===== src/rtl/issue_pkg.sv =====
// Shared issue-buffer definitions: geometry and the {pc,tag} entry record.
`ifndef XLEN
`define XLEN 32
`endif

package issue_pkg;
  localparam int ISSUE_DEPTH = 16;
  localparam int ISSUE_TAG_W = 6;
  localparam int ISSUE_CNT_W = $clog2(ISSUE_DEPTH + 1);

  typedef struct packed {
    logic [`XLEN-1:0]       pc;
    logic [ISSUE_TAG_W-1:0] tag;
  } issue_entry_t;
endpackage


===== src/rtl/issue_req_buf_free_slot_enc.sv =====
// Lowest-index free-slot finder: one-hot of the first clear bit in 'used'.
module free_slot_enc #(
  parameter int DEPTH = 16
) (
  input  logic [DEPTH-1:0] used,
  output logic [DEPTH-1:0] free_oh,
  output logic             any_free
);
  always_comb begin
    free_oh = '0;
    for (int i = 0; i < DEPTH; i++)
      if (!used[i] && free_oh == '0) free_oh[i] = 1'b1;
  end

  assign any_free = ~&used;
endmodule


===== src/rtl/issue_req_buf.sv =====
// Requester-side buffer for the PC-ordered selector: entry array, registered
// output slot with valid/ready, and occupancy counter.
module issue_req_buf
  import issue_pkg::*;
#(
  parameter int DEPTH = ISSUE_DEPTH,
  parameter int TAG_W = ISSUE_TAG_W,
  parameter int CNT_W = $clog2(DEPTH + 1)
) (
  input  logic                        clock,
  input  logic                        reset,
  input  logic                        squash,
  input  logic                        in_valid,
  output logic                        in_ready,
  input  logic [`XLEN-1:0]            in_pc,
  input  logic [TAG_W-1:0]            in_tag,
  output logic [DEPTH-1:0]            sel_req,
  output logic [DEPTH-1:0][`XLEN-1:0] sel_pc,
  output logic                        sel_en,
  input  logic [DEPTH-1:0]            sel_gnt,
  output logic                        out_valid,
  input  logic                        out_ready,
  output logic [`XLEN-1:0]            out_pc,
  output logic [TAG_W-1:0]            out_tag,
  output logic [CNT_W-1:0]            count
);
  logic [DEPTH-1:0] valid;
  issue_entry_t     ent [DEPTH];
  logic [DEPTH-1:0] alloc_oh, gnt_v;
  logic             any_free, in_fire, gnt_fire;
  issue_entry_t     gnt_ent;

  free_slot_enc #(.DEPTH(DEPTH)) u_free (
    .used    (valid),
    .free_oh (alloc_oh),
    .any_free(any_free)
  );

  // in_ready is purely occupancy-based; a slot freed by this cycle's grant
  // is not reusable until the next cycle.
  assign in_ready = reset & ~squash & (count != CNT_W'(DEPTH));
  assign in_fire  = in_valid & in_ready & any_free;
  assign sel_en   = ~out_valid | out_ready;
  assign sel_req  = valid;
  assign gnt_v    = sel_gnt & valid;
  assign gnt_fire = sel_en & (|gnt_v) & ~squash;

  always_comb begin
    gnt_ent = '0;
    for (int i = 0; i < DEPTH; i++) begin
      sel_pc[i] = valid[i] ? ent[i].pc : '0;
      if (gnt_v[i]) gnt_ent = gnt_ent | ent[i];
    end
  end

  always_ff @(posedge clock) begin
    if (!reset) begin
      valid     <= '0;
      out_valid <= 1'b0;
      out_pc    <= '0;
      out_tag   <= '0;
      count     <= '0;
      for (int i = 0; i < DEPTH; i++) ent[i] <= '0;
    end else if (squash) begin
      valid     <= '0;
      out_valid <= 1'b0;
      count     <= '0;
    end else begin
      // Alloc targets a currently-free slot and grant a currently-valid one,
      // so the two never touch the same entry.
      for (int i = 0; i < DEPTH; i++) begin
        if (gnt_fire && gnt_v[i]) valid[i] <= 1'b0;
        if (in_fire && alloc_oh[i]) begin
          valid[i] <= 1'b1;
          ent[i]   <= '{pc: in_pc, tag: in_tag};
        end
      end
      if (gnt_fire) begin
        out_valid <= 1'b1;
        out_pc    <= gnt_ent.pc;
        out_tag   <= gnt_ent.tag;
      end else if (out_ready) begin
        out_valid <= 1'b0;
      end
      count <= count + CNT_W'(in_fire) - CNT_W'(gnt_fire);
    end
  end

  a_gnt_onehot: assert property (@(posedge clock) disable iff (!reset) $onehot0(sel_gnt));
endmodule


===== config.mk =====
export PLATFORM = sky130hd
export DESIGN_NAME = issue_req_buf
export DESIGN_NICKNAME = d
export VERILOG_FILES = /design/src/rtl/issue_pkg.sv /design/src/rtl/issue_req_buf_free_slot_enc.sv /design/src/rtl/issue_req_buf.sv
export SDC_FILE = /design/constraint.sdc
export NUM_CORES = 1
export LEC_CHECK = 0
export ABC_AREA = 1
export BUFFER_PORTS_ARGS = -buffer_cell sky130_fd_sc_hd__buf_2
export CAP_MARGIN = 20
export CORE_MARGIN = 1.5
export CORE_UTILIZATION = 40
export CTS_CLUSTER_SIZE = 30
export DETAILED_ROUTE_END_ITERATION = 6
export SYNTH_ARGS = -nofsm -noshare
export SYNTH_HDL_FRONTEND = slang
export SYNTH_HIERARCHICAL = 1
export SYNTH_SLANG_ARGS = --single-unit

===== constraint.sdc =====
create_clock -name clock -period 4.2 [get_ports clock]
set_input_delay 0.63 -clock clock [delete_from_list [all_inputs] [get_ports clock]]
set_output_delay 0.63 -clock clock [all_outputs]
set_load 0.005 [all_outputs]

-- After elaboration in Yosys (flattened, before gate mapping)
Memory sizes are Yosys's and may differ from the RTL's.
Index checks and enable logic that the tools add are counted.
Widths: inputs -> output; s select.
- flip-flop bits (word level): 60
- memory bits (writable): 608
- input bits: 59
- output and inout bits: 574
- logic and storage cells: 327
- memories: 1
- memory list (name ; depth ; bits a word ; rd ports ; clocked after memory_dff ; wr ports ; line ; text):
    ent ; 16 ; 38 ; 16 ; 0 ; 16 ; issue_req_buf.sv:28 ; issue_entry_t ent [DEPTH];
- add/subtract/negate cells: 2
- equal/unequal tests: 1
- multiplexer cells: 163
- bitwise logic cells: 42
- reduce and logical (&&, ||, !) cells: 98
- operators with widths (kind ; count):
    $mux 38 ; 32
    $or 38x38->38 ; 15
    $mux 32 ; 16
    $mux 1 ; 115
    $logic_and 1x1->1 ; 47
    $reduce_bool 2->1 ; 17
    $or 1x1->1 ; 17
    $and 16x16->16 ; 1
    $logic_not 1->1 ; 16
    $reduce_and 16->1 ; 1
    $reduce_or 16->1 ; 1
    $logic_not 15->1 ; 1
    $logic_not 14->1 ; 1
    $logic_not 13->1 ; 1
    $logic_not 12->1 ; 1
    $logic_not 11->1 ; 1
    $logic_not 10->1 ; 1
    $logic_not 9->1 ; 1
    $logic_not 8->1 ; 1
    $logic_not 7->1 ; 1
    $and 1x1->1 ; 6
    $logic_not 6->1 ; 1
    $add 5x1->5 ; 1
    $logic_not 5->1 ; 1
    8 further kinds ; 10

-- Logic depth before layout (Yosys ltp)
- depth in word-level cells: 51
- depth in mapped cells: 19
- mapped depth without buffers: 17

-- Hierarchy
Netlist, hierarchy kept.
- modules (own cells, without submodules) (module ; instances ; cells an instance ; area an instance (um2) ; seq. area each (um2)):
    issue_req_buf ; 1 ; 3626 ; 31335.1 ; 19458.7
    free_slot_enc ; 1 ; 43 ; 226.5 ; 0.0

-- Worst setup path after synthesis
OpenSTA, ideal clock, no wires.
- path type: input to register
- start: in sel_gnt[10]
- end: reg count[4]
- library setup time: 0.122 ns
- data arrival time: 2.829 ns
- data required time: 4.078 ns
- slack: 1.249 ns
- stages: 19
- path buffers: 2
- path through: buf_2 -> nand2_1 -> nand2_1 -> inv_1 -> nand2_1 -> nor2_2 -> nand2_4 -> nand2_4 -> inv_1 -> buf_4 -> ha_1 -> inv_1 -> ha_1 -> inv_1 -> fa_1 -> o21ai_0 -> a21oi_1 -> o21ai_0 -> a21oi_1
- longest elaborated chain between the ends: 5
- RTL lines (item ; line ; text):
    start, declared ; issue_req_buf.sv:20 ; input logic [DEPTH-1:0] sel_gnt,
    $and 16x16->16 ; issue_req_buf.sv:45 ; assign gnt_v = sel_gnt & valid;
    $reduce_or 16->1 ; issue_req_buf.sv:46 ; assign gnt_fire = sel_en & (|gnt_v) & ~squash;
    $and 1x1->1 (2 in a row) ; issue_req_buf.sv:46 ;
    net gnt_fire ; issue_req_buf.sv:30 ; logic any_free, in_fire, gnt_fire;
    $sub 5x1->5 ; issue_req_buf.sv:85 ; count <= count + CNT_W'(in_fire) - CNT_W'(gnt_fire);
    end signal, assigned ; issue_req_buf.sv:85 ;
    end, declared ; issue_req_buf.sv:25 ; output logic [CNT_W-1:0] count
The timed path passes the listed nets, and every way through them passes these cells.
A chain may end at the register's enable or synchronous reset.

-- Worst setup path after layout
- start: reg valid[0], in the netlist sel_req[0]
- end: reg count[4]
- longest elaborated chain between the ends: 5
- elaborated cells between the ends (all ways): 9
- classes of those cells: add/sub (2); bitwise (4); reduce/logical (3)
- RTL lines (item ; line ; text):
    start, declared ; issue_req_buf.sv:27 ; logic [DEPTH-1:0] valid;
    start signal, assigned ; issue_req_buf.sv:58 ; valid <= '0;
    start signal, assigned ; issue_req_buf.sv:65 ; valid <= '0;
    start signal, assigned by index ; issue_req_buf.sv:72 ; if (gnt_fire && gnt_v[i]) valid[i] <= 1'b0;
    $reduce_and 16->1 ; issue_req_buf_free_slot_enc.sv:15 ; assign any_free = ~&used;
    $logic_not 1->1 ; issue_req_buf_free_slot_enc.sv:15 ;
    net any_free ; issue_req_buf.sv:30 ;
    $and 1x1->1 ; issue_req_buf.sv:42 ; assign in_fire = in_valid & in_ready & any_free;
    $add 5x1->5 ; issue_req_buf.sv:85 ;
    $sub 5x1->5 ; issue_req_buf.sv:85 ;
The timed path passes the listed nets, and every way through them passes these cells.

==> impl_metrics.tcl <==
set metrics [dict create \
    vdd_drop_max_v 0.000256 \
    crit_path_start "sel_req[0]" \
    wl_per_cell_um 28.0 \
    die_area_um2 80600 \
    synth_seq_cells 668 \
    cts-root-buf "clkbuf_16" \
    cts_resized 0 \
    finalCritPeriodShare 0.821 \
    cts_buffer_depth 3 \
    gr-total-overflow 0 \
    netlist_instances 3669 \
    pwr-share-clk 0.444 \
    p_leak_nw 20.7 \
    syn-mean-instance-area_um2 8.60 \
    ff2ff_setup_slack_ns 0.75 \
    clock_latency_ns 0.63 \
    layout_commonest_cell "nand2_1" \
    comb_power_share 0.036 \
    min-delay-start "sel_gnt[3]" \
    vias 29200 \
    die_x_um 284 \
    syn_nets 3735 \
    final_util 0.492 \
    grt_use_total 0.361 \
    routed_wl_mm 150 \
    rsz0062_at_grt "no" \
    first_global_vias 27000 \
    place_congestion 0.966 \
    firstDrtPassIters 7 \
    viasPerCell 5.45 \
    io_pins 633 \
    antenna_found_initial 8 \
    final_antenna_net_count 0 \
    run_status "complete, but fails checks" \
    num_rows 102 \
    cts_buffers 75 \
    core_area_um2 77700 \
    finalSetupTns_ns 0 \
    area_growth_pct 21.1 \
    path_clk_slew_ns 0.06 \
    grt_pass1_wl_mm 204 \
    clkSinkCount 668 \
    drive_gt1_frac 0.208 \
    critPathKind "reg -> reg" \
    htreeDepth 3 \
    io_buffers 632 \
    crit_end "count[4]" \
    drc_errors 1 \
    min_period_ns 3.45 \
    hold_viol_final 0 \
    r2r_start "sel_req[0]" \
    min_path_type "in -> reg" \
    maxCapViolations 0 \
    ys_seq_area_frac 0.617 \
    violations "design-rule violations" \
    worst_slew_pin_slew_ns 1.12 \
    skew_ns 0.0363 \
    grt_max_degree 83 \
    r2r-end "count[4]" \
    synth.distinct_cells 32 \
    ctsHoldBuffers 0 \
    final_max_slew_viol_count 0 \
    critPathLaunchType "flop" \
    crit_path_end_kind "flop" \
    crit_required_ns 4.69 \
    die_h_um 284 \
    syn_area_um2 31600 \
    yosysWarnings 6 \
    cts_setup_buffers 0 \
    nNetsFinal 4326 \
    pwr-share-seq 0.520 \
    holdPathStages 4 \
    final_cell_mix "1334 x nand2_1, 631 x buf_2, 617 x inv_1, 608 x edfxtp_1, 517 x nor2_1" \
    ff2ff_path_depth 17 \
    start_util 0.406 \
    dp_hpwl_mm 98.8 \
    relSlewSlack 0.253 \
    setup_viol 0 \
    p_switching_mw 3.48 \
    dr.first_iter.drc_count 4168 \
    cts_tree "done" \
    p_per_area_nw_per_um2 392 \
    fmax_mhz 290 \
    crit_fanout 16 \
    p_sw_frac 0.232 \
    p_int_mw 11.5 \
    arrival_ns 3.94 \
]
[cell usage after synthesis]
master    instances  area, µm²
buf_6             3       33.8
nor2_4            2       22.5
nand2_2           6       37.5
nand2_4           2       22.5
buf_12            2       40.0
nand3_1          75        375
buf_2            85        425
nor2_2           23        144
fa_1              1       20.0
buf_8             1       15.0
xor2_1            1       8.76
nor3b_1           1       7.51
nand3_2           1       10.0
clkbuf_1         83        312
nor3_1            1       5.00
clkinv_1         35        131
nor3_4            1       16.3
nand4_2           1       12.5
nand2_1        1358       5100
nor3_2            3       30.0
nor4_1            1       6.26
ha_1              6       75.1
inv_2             1       3.75
nor2_1          517       1940
nand4_1         110        688
o21ai_0           6       30.0
a21oi_1          32        160
dfxtp_1          60       1200
buf_4             5       37.5
edfxtp_1        608      18300
inv_1           629       2360
buf_1             9       33.8
[metal layers]
layer / wire [µm] / global-route usage
met5: 41 / 0
met4: 8360 / 0.179
met3: 20200 / 0.0997
met2: 66100 / 0.551
met1: 55500 / 0.472
[through the flow]
| step | hold slack, ns | total power, mW | worst slack, ns | cells | cell area [µm²] |
|---|---|---|---|---|---|
| floorplan | 0.460 | 8.10 | 1.25 | 3669 | 31600 |
| finish | 0.316 | 15.0 | 0.752 | 5365 | 38200 |
| global placement | 0.452 | 8.45 | 0.708 | 5223 | 35800 |
| CTS | 0.289 | 14.9 | 0.855 | 5359 | 38200 |
| detailed placement | 0.453 | 8.46 | 0.766 | 5223 | 35800 |
| global route | 0.318 | 15.2 | 0.520 | 5361 | 38200 |
[power groups by stage]
| stage | combinational [mW] | sequential (mW) | clock, mW |
|---|---|---|---|
| 4_1_cts | 0.530 | 7.79 | 6.62 |
| 5_1_grt | 0.553 | 7.83 | 6.86 |
| 2_1_floorplan | 0.222 | 7.87 | 0 |
| 3_3_place_gp | 0.528 | 7.92 | 0 |
| 6_report | 0.544 | 7.80 | 6.65 |
| 3_5_place_dp | 0.528 | 7.93 | 0 |
[registers in the layout, indices dropped and copies added (netlist names)]
name,cells
count,5
out_valid,1
out_pc,32
ent,608
out_tag,6
sel_req,16
[worst min-delay path by stage]
| stage | endpoint |
|---|---|
| 2_1_floorplan | out_pc[10] |
| 3_3_place_gp | out_pc[23] |
| 3_5_place_dp | out_pc[23] |
| 4_1_cts | sel_req[3] |
| 5_1_grt | sel_req[3] |
| 6_report | sel_req[3] |
[cell families after synthesis]
family / synth area share
AO/OA/AOI/OAI: 0.00603
flip-flops: 0.617
XOR/XNOR: 0.000278
AND/OR/NAND/NOR: 0.267
buffers and inverters: 0.108
adder cells (fa/ha/maj): 0.00301
[area by class of cell]
cell class,instances,area (µm²)
diodes,6,15.0
clock buffers,93,1970
flip-flops and latches,668,19500
fillers,7526,39500
well taps,1040,1300
inverters,665,2500
repair buffers,702,3700
clock inverters,43,429
multi-input cells,2148,8840
[critical path, cell delays in order (launching register included)]
cell and delay (ns):
dfxtp_2 0.68, nand2_2 0.19, nor3_4 0.40, nand3_2 0.16, inv_1 0.09, nand2_1 0.06
nand2_1 0.12, nor2_4 0.11, inv_1 0.09, ha_1 0.23, inv_1 0.06, ha_1 0.15
inv_1 0.06, fa_1 0.43, o21ai_0 0.17, a21oi_1 0.10, o21ai_0 0.15, a21oi_1 0.05
Power figures use the tool's default switching activity.
